$ cat config.mk
export PLATFORM = sky130hd
export DESIGN_NAME = aqfp_phase_pipe_flat
export DESIGN_NICKNAME = d
export VERILOG_FILES = /design/src/rtl/aqfp_pkg.sv /design/src/rtl/aqfp_phase_pipe_if.sv /design/src/rtl/aqfp_stage.sv /design/src/rtl/aqfp_phase_pipe.sv /design/src/flat_wrapper.sv
export SDC_FILE = /design/constraint.sdc
export NUM_CORES = 1
export LEC_CHECK = 0
export ABC_CLOCK_PERIOD_IN_PS = 3140
export CAP_MARGIN = 10
export CORE_UTILIZATION = 39
export CTS_CLUSTER_DIAMETER = 50
export CTS_CLUSTER_SIZE = 40
export DETAILED_ROUTE_END_ITERATION = 16
export DONT_BUFFER_PORTS = 1
export SLEW_MARGIN = 20
export SYNTH_ARGS = -nofsm -noshare
export SYNTH_HDL_FRONTEND = slang
export SYNTH_SLANG_ARGS = --single-unit
$ cat constraint.sdc
create_clock -name clk -period 3.14 [get_ports clk]
set_input_delay 0.314 -clock clk [delete_from_list [all_inputs] [get_ports clk]]
set_output_delay 0.314 -clock clk [all_outputs]
set_load 0.02 [all_outputs]
$ cat src/rtl/aqfp_pkg.sv
// Shared helpers for the AQFP behavioural models: phase index sizing,
// inverter-mask parity and a population count.
package aqfp_pkg;

    localparam int unsigned AQFP_MAX_DEPTH = 64;

    function automatic int unsigned phase_w(input int unsigned nphase);
        return (nphase < 2) ? 1 : $clog2(nphase);
    endfunction

    // Net polarity of a token after traversing every stage of a chain.
    function automatic logic mask_parity(input logic [AQFP_MAX_DEPTH-1:0] mask);
        return ^mask;
    endfunction

    function automatic int unsigned popcount(input logic [AQFP_MAX_DEPTH-1:0] v);
        int unsigned n;
        n = 0;
        for (int i = 0; i < AQFP_MAX_DEPTH; i++) begin
            n += {31'd0, v[i]};
        end
        return n;
    endfunction

endpackage

$ cat src/rtl/aqfp_phase_pipe_if.sv
// Token input/output bundle of the AQFP phase pipeline.
interface aqfp_phase_pipe_if #(
    parameter int WIDTH = 8
);
    logic [WIDTH-1:0] in_data;
    logic             in_valid;
    logic             in_ready;
    logic [WIDTH-1:0] out_data;
    logic             out_valid;

    modport master (
        output in_data, in_valid,
        input  in_ready, out_data, out_valid
    );

    modport slave (
        input  in_data, in_valid,
        output in_ready, out_data, out_valid
    );
endinterface

$ cat src/rtl/aqfp_stage.sv
// One AQFP buffer/inverter stage: data plus valid, captured on its excitation phase.
module aqfp_stage #(
    parameter int WIDTH = 8,
    parameter bit INV   = 1'b0
) (
    input  logic             clk,
    input  logic             rst_n,
    input  logic             i_cap,
    input  logic             i_clr,
    input  logic             i_flush,
    input  logic [WIDTH-1:0] i_data,
    input  logic             i_valid,
    output logic [WIDTH-1:0] o_data,
    output logic             o_valid,
    output logic             o_valid_nxt
);
    logic [WIDTH-1:0] r_data;
    logic             r_valid;

    // Flush wins over capture; i_clr retires the token once it has moved on.
    always_comb begin
        o_valid_nxt = r_valid;
        if (i_flush) begin
            o_valid_nxt = 1'b0;
        end else if (i_cap) begin
            o_valid_nxt = i_valid;
        end else if (i_clr) begin
            o_valid_nxt = 1'b0;
        end
    end

    always_ff @(posedge clk or negedge rst_n) begin
        if (!rst_n) begin
            r_data  <= '0;
            r_valid <= 1'b0;
        end else begin
            r_valid <= o_valid_nxt;
            if (i_cap) begin
                r_data <= i_data ^ {WIDTH{INV}};
            end
        end
    end

    assign o_data  = r_data;
    assign o_valid = r_valid;
endmodule

$ cat src/rtl/aqfp_phase_pipe.sv
// Path-balanced AQFP buffer/inverter chain clocked by an NPHASE excitation
// counter; stage k captures when phase == k mod NPHASE.
module aqfp_phase_pipe
    import aqfp_pkg::*;
#(
    parameter int             WIDTH    = 8,
    parameter int             DEPTH    = 6,
    parameter int             NPHASE   = 4,
    parameter logic [DEPTH-1:0] INV_MASK = {DEPTH{1'b0}},
    localparam int            PW       = phase_w(NPHASE),
    localparam int            IW       = $clog2(DEPTH + 1)
) (
    input  logic                 clk,
    input  logic                 rst_n,
    input  logic                 en,
    input  logic                 flush,
    aqfp_phase_pipe_if.slave     bus,
    output logic [PW-1:0]        phase,
    output logic [IW-1:0]        inflight
);
    logic [PW-1:0]    r_phase;
    logic [IW-1:0]    r_inflight;
    logic             w_accept;
    logic [WIDTH-1:0] w_data [DEPTH+1];
    logic [DEPTH:0]   w_valid;
    logic [DEPTH-1:0] w_cap;
    logic [DEPTH-1:0] w_clr;
    logic [DEPTH-1:0] w_valid_nxt;

    assign bus.in_ready = en && !flush && (r_phase == '0);
    assign w_accept     = bus.in_valid && bus.in_ready;
    assign w_data[0]    = bus.in_data;
    assign w_valid[0]   = w_accept;

    for (genvar k = 0; k < DEPTH; k++) begin : g_stage
        localparam int unsigned PH = k % NPHASE;

        assign w_cap[k] = en && (r_phase == PW'(PH));

        // A token leaves stage k when stage k+1 copies it; the last stage
        // holds its token for exactly one cycle so out_valid is a pulse.
        if (k == DEPTH - 1) begin : g_last
            assign w_clr[k] = 1'b1;
        end else begin : g_mid
            assign w_clr[k] = w_cap[k+1];
        end

        aqfp_stage #(
            .WIDTH (WIDTH),
            .INV   (INV_MASK[k])
        ) u_stage (
            .clk         (clk),
            .rst_n       (rst_n),
            .i_cap       (w_cap[k]),
            .i_clr       (w_clr[k]),
            .i_flush     (flush),
            .i_data      (w_data[k]),
            .i_valid     (w_valid[k]),
            .o_data      (w_data[k+1]),
            .o_valid     (w_valid[k+1]),
            .o_valid_nxt (w_valid_nxt[k])
        );
    end

    always_ff @(posedge clk or negedge rst_n) begin
        if (!rst_n) begin
            r_phase    <= '0;
            r_inflight <= '0;
        end else begin
            if (en) begin
                r_phase <= (r_phase == PW'(NPHASE - 1)) ? '0 : r_phase + PW'(1);
            end
            r_inflight <= IW'(popcount(64'(w_valid_nxt)));
        end
    end

    assign bus.out_data  = w_data[DEPTH];
    assign bus.out_valid = w_valid[DEPTH];
    assign phase         = r_phase;
    assign inflight      = r_inflight;
endmodule

$ cat src/flat_wrapper.sv
// flat-port wrapper written by rule: the top's interface ports become plain ports
module aqfp_phase_pipe_flat import aqfp_pkg::*;
#(
    parameter int             WIDTH    = 8,
    parameter int             DEPTH    = 6,
    parameter int             NPHASE   = 4,
    parameter logic [DEPTH-1:0] INV_MASK = {DEPTH{1'b0}},
    localparam int            PW       = phase_w(NPHASE),
    localparam int            IW       = $clog2(DEPTH + 1)
)
  (clk, rst_n, en, flush, phase, inflight, bus_in_data, bus_in_valid, bus_in_ready, bus_out_data, bus_out_valid);
  aqfp_phase_pipe_if #(.WIDTH(WIDTH)) bus_i ();
  input  logic clk;
  input  logic rst_n;
  input  logic en;
  input  logic flush;
  output logic [PW-1:0] phase;
  output logic [IW-1:0] inflight;
  input wire logic [$bits(bus_i.in_data)-1:0] bus_in_data;
  input wire logic [$bits(bus_i.in_valid)-1:0] bus_in_valid;
  output wire logic [$bits(bus_i.in_ready)-1:0] bus_in_ready;
  output wire logic [$bits(bus_i.out_data)-1:0] bus_out_data;
  output wire logic [$bits(bus_i.out_valid)-1:0] bus_out_valid;
  assign bus_i.in_data = bus_in_data;
  assign bus_i.in_valid = bus_in_valid;
  assign bus_in_ready = bus_i.in_ready;
  assign bus_out_data = bus_i.out_data;
  assign bus_out_valid = bus_i.out_valid;
  aqfp_phase_pipe #(.WIDTH(WIDTH), .DEPTH(DEPTH), .NPHASE(NPHASE), .INV_MASK(INV_MASK)) u_core (.clk(clk), .rst_n(rst_n), .en(en), .flush(flush), .bus(bus_i), .phase(phase), .inflight(inflight));
endmodule
==> impl_results.md <==
* Status: finished clean
* CP arrival at 3.20 ns
* Post-synth cell types at 18
* PortBufs at 0
* Total iterations of the first detailed-routing run at 4
* DR DRC count at 0
* GP Congestion at 0.829
* Fill count at 511
* Reg clk slew, reported paths at 0.07 ns
* Complex-gate fraction of the synthesized area at 0.0350
* FF+latch count, synth at 59
* Core Footprint at ~5700 um2
* Initial antenna violation count at 0
* Deepest clock path buffer count at 2
* Critical path, cell by cell: inv_1 -> ha_1 -> o21a_1 -> o32ai_1 -> ha_1 -> inv_1 -> fa_1 -> inv_1 -> fa_1 -> fa_1
* Synth Area in Adders at 0.0520
* Ports at 28
* Initial Utilization at 0.415
* H-tree depth at 3
* WP data required at 3.36 ns
* Largest net degree at the start of global routing at 60
* Via count at about 1200
* Row cnt at 27
* Global route overflow at 0
* GRT Overall Usage at 0.143
* Routed Antenna Nets at 0
* Post-Syn Area per Cell at around 16 um2
* CP max stage delay at 0.53 ns
* DRT iter0 DRCs at 60
* Root Driver: clkbuf_8
* Final hold slack at between 0.09 and 0.1 ns
* Worst Max-Slew Pin Slew at 0.373 ns
* Share of layout cells above drive strength 1 at 0.444
* Final setup violation count at 0
* Layout Nets at 185
* WS Path Type: flop to flop
* Routed WL per cell at 15.8 um
* Fin. Hold Viols at 0
* CTS buffer count at 9
* DR vias/cell at 5.05
* Mux share of post-synthesis cell area at 0.229
* Post-DP HPWL at 2430 um
* Simple-Gate Fraction of Synth Area at 0.0350
* Setup_tns at 0 ns
* CTS tree: built
* Leakage at 1.24 nW
* Inserted Diodes at 0
* Vias in the first global route at roughly 1300
* Final period utilization at 0.950
* Area delta synth->final at 14.5%
* First-pass GRT wire length at 6390 um
* Slew headroom at 0.751
* Crit Path Max Fanout at 4
* Die Wd at 79.7 um
* CP endpoint kind: flop
* CP startpoint kind: flop
* Post-Route WL at 3810 um
* Power density cells at slightly below 1000 nW/um2
* Synthesized area at between 2000 and 2500 um2
* Highest clock rate at 335 MHz
* Die area at 6360 um2
* Critical path's slowest cell: fa_1
* Unrepaired setup endpoints after global routing: false
* Largest family of logic cells by synthesized area: multiplexers
* Die Span Y at 79.7 um
* YS warnings at 0
* Final min period at ~3 ns
* Slew Viols, Final at 0
* Sequential area share after synthesis at 0.626
* Post-Synth XOR/XNOR Area at 0
* Clock Latency Late Sink at 0.34 ns
* Mapped Cells at 150
* Number of max-cap violations at 0
* Post-Syn Nets at 171
* Clk sinks at 59
* HP Class: input pin to flop
* Worst Skew at between 0.01 and 0.015 ns
* Max rail drop VDD at 0.000419 V
final cells by class:
class | count | area, um2 | share of cell area
Clock buffer | 12 | 165 | 0.0612
Clock inverter | 4 | 47.5 | 0.0176
Inverter | 6 | 22.5 | 0.00834
Multi-Input combinational cell | 82 | 828 | 0.307
Sequential cell | 59 | 1480 | 0.548
Tap cell | 72 | 90.1 | 0.0334
Timing Repair Buffer | 6 | 67.6 | 0.0250
layout by cell type, fill, tap and decap left out:
cell type	n
clkinv_2	2
nand2b_1	5
o22ai_1	4
dfrtp_2	1
nand2_2	4
mux2_2	48
clkbuf_8	12
nand2_1	1
o32ai_1	1
o21a_1	4
o21ai_0	2
buf_16	1
or3b_1	1
clkinvlp_4	1
bufinv_16	1
dfrtp_1	58
or2_2	1
buf_4	4
o22a_1	1
inv_1	6
nor2_1	2
ha_1	5
dlygate4sd3_1	1
fa_1	3
timing repair:
action / CTS / global route
hold buffers: 2 / 0
setup buffers: 0 / 0
gates resized for setup: 0 / 1
endpoints found under the hold margin: 59 / 0
endpoints found under the setup margin: 0 / 2
state kept, by name, summed over array words and instances, names as in the netlist:
register                        cells
u_core.g_stage.u_stage.o_data      48
u_core.g_stage.u_stage.o_valid      6
u_core.inflight                     3
u_core.phase                        2
layer usage:
layer | GRT usage | vias to the layer above | wire length [um]
met3 | 0.0549 | 6 | 156
li1 | - | 551 | -
met4 | 0.0857 | 0 | 61
met5 | 0 | - | 0
met2 | 0.227 | 27 | 1930
met1 | 0.161 | 633 | 1660
where the power goes:
part	switching (mW)	internal (mW)
Sequential	0.239	1.09
Clock	0.292	0.428
Combinational	0.237	0.369
Total	0.767	1.88
worst max-delay path, delay by kind of cell (launching register included):
family,cells,cell delay [ns]
fa+ha+maj,5,1.90
flops,1,0.46
compound gates,2,0.29
buf+inv,3,0.22
Yosys cell counts:
master     n  area [um2]
buf_4      1        7.51
buf_6      2        22.5
dfrtp_1   59        1480
fa_1       3        60.1
ha_1       5        62.6
inv_1      6        22.5
mux2_2    48         541
nand2_1    1        3.75
nand2_2    4        25.0
nand2b_1   5        31.3
nor2_1     2        7.51
o21a_1     4        30.0
o21ai_0    2        10.0
o22a_1     1        8.76
o22ai_1    4        25.0
o32ai_1    1        8.76
or2_2      1        6.26
or3b_1     1        8.76
worst paths after layout:
| check | from | to | slack [ns] | cells past startpoint |
|---|---|---|---|---|
| min in group asynchronous | rst_n | u_core.inflight[1] | 0.51 | 2 |
| max reg2reg | u_core.phase[1] | u_core.inflight[1] | 0.16 | 10 |
| min | en | u_core.phase[0] | 0.1 | 1 |
| max | u_core.phase[1] | u_core.inflight[1] | 0.16 | 10 |
| min reg2reg | u_core.g_stage[0].u_stage.o_data[7] | u_core.g_stage[1].u_stage.o_data[7] | 0.50 | 1 |
| max in group asynchronous | rst_n | u_core.phase[1] | 2.37 | 2 |
metrics by stage:
| step | cells | utilization | cell area [um2] | worst slack, ns | total power [mW] |
|---|---|---|---|---|---|
| floorplan | 150 | - | 2360 | 0.0248 | 1.79 |
| global placement | 223 | 0.431 | 2450 | 0.194 | 1.89 |
| detailed placement | 223 | 0.431 | 2450 | 0.0668 | 1.94 |
| CTS | 241 | 0.475 | 2700 | 0.0799 | 2.69 |
| global route | 241 | 0.476 | 2700 | 0.00860 | 2.82 |
| finish | 241 | 0.476 | 2700 | 0.157 | 2.65 |
cell families (layout without fill, tap and decap cells):
family / Yosys count / in the layout
adders and majority gates: 8 / 8
buffers and inverters: 9 / 28
DFF: 59 / 59
and+or+nand+nor: 14 / 14
AOI/OAI and AO/OA: 12 / 12
muxes: 48 / 48
Power figures use the tool's default switching activity.
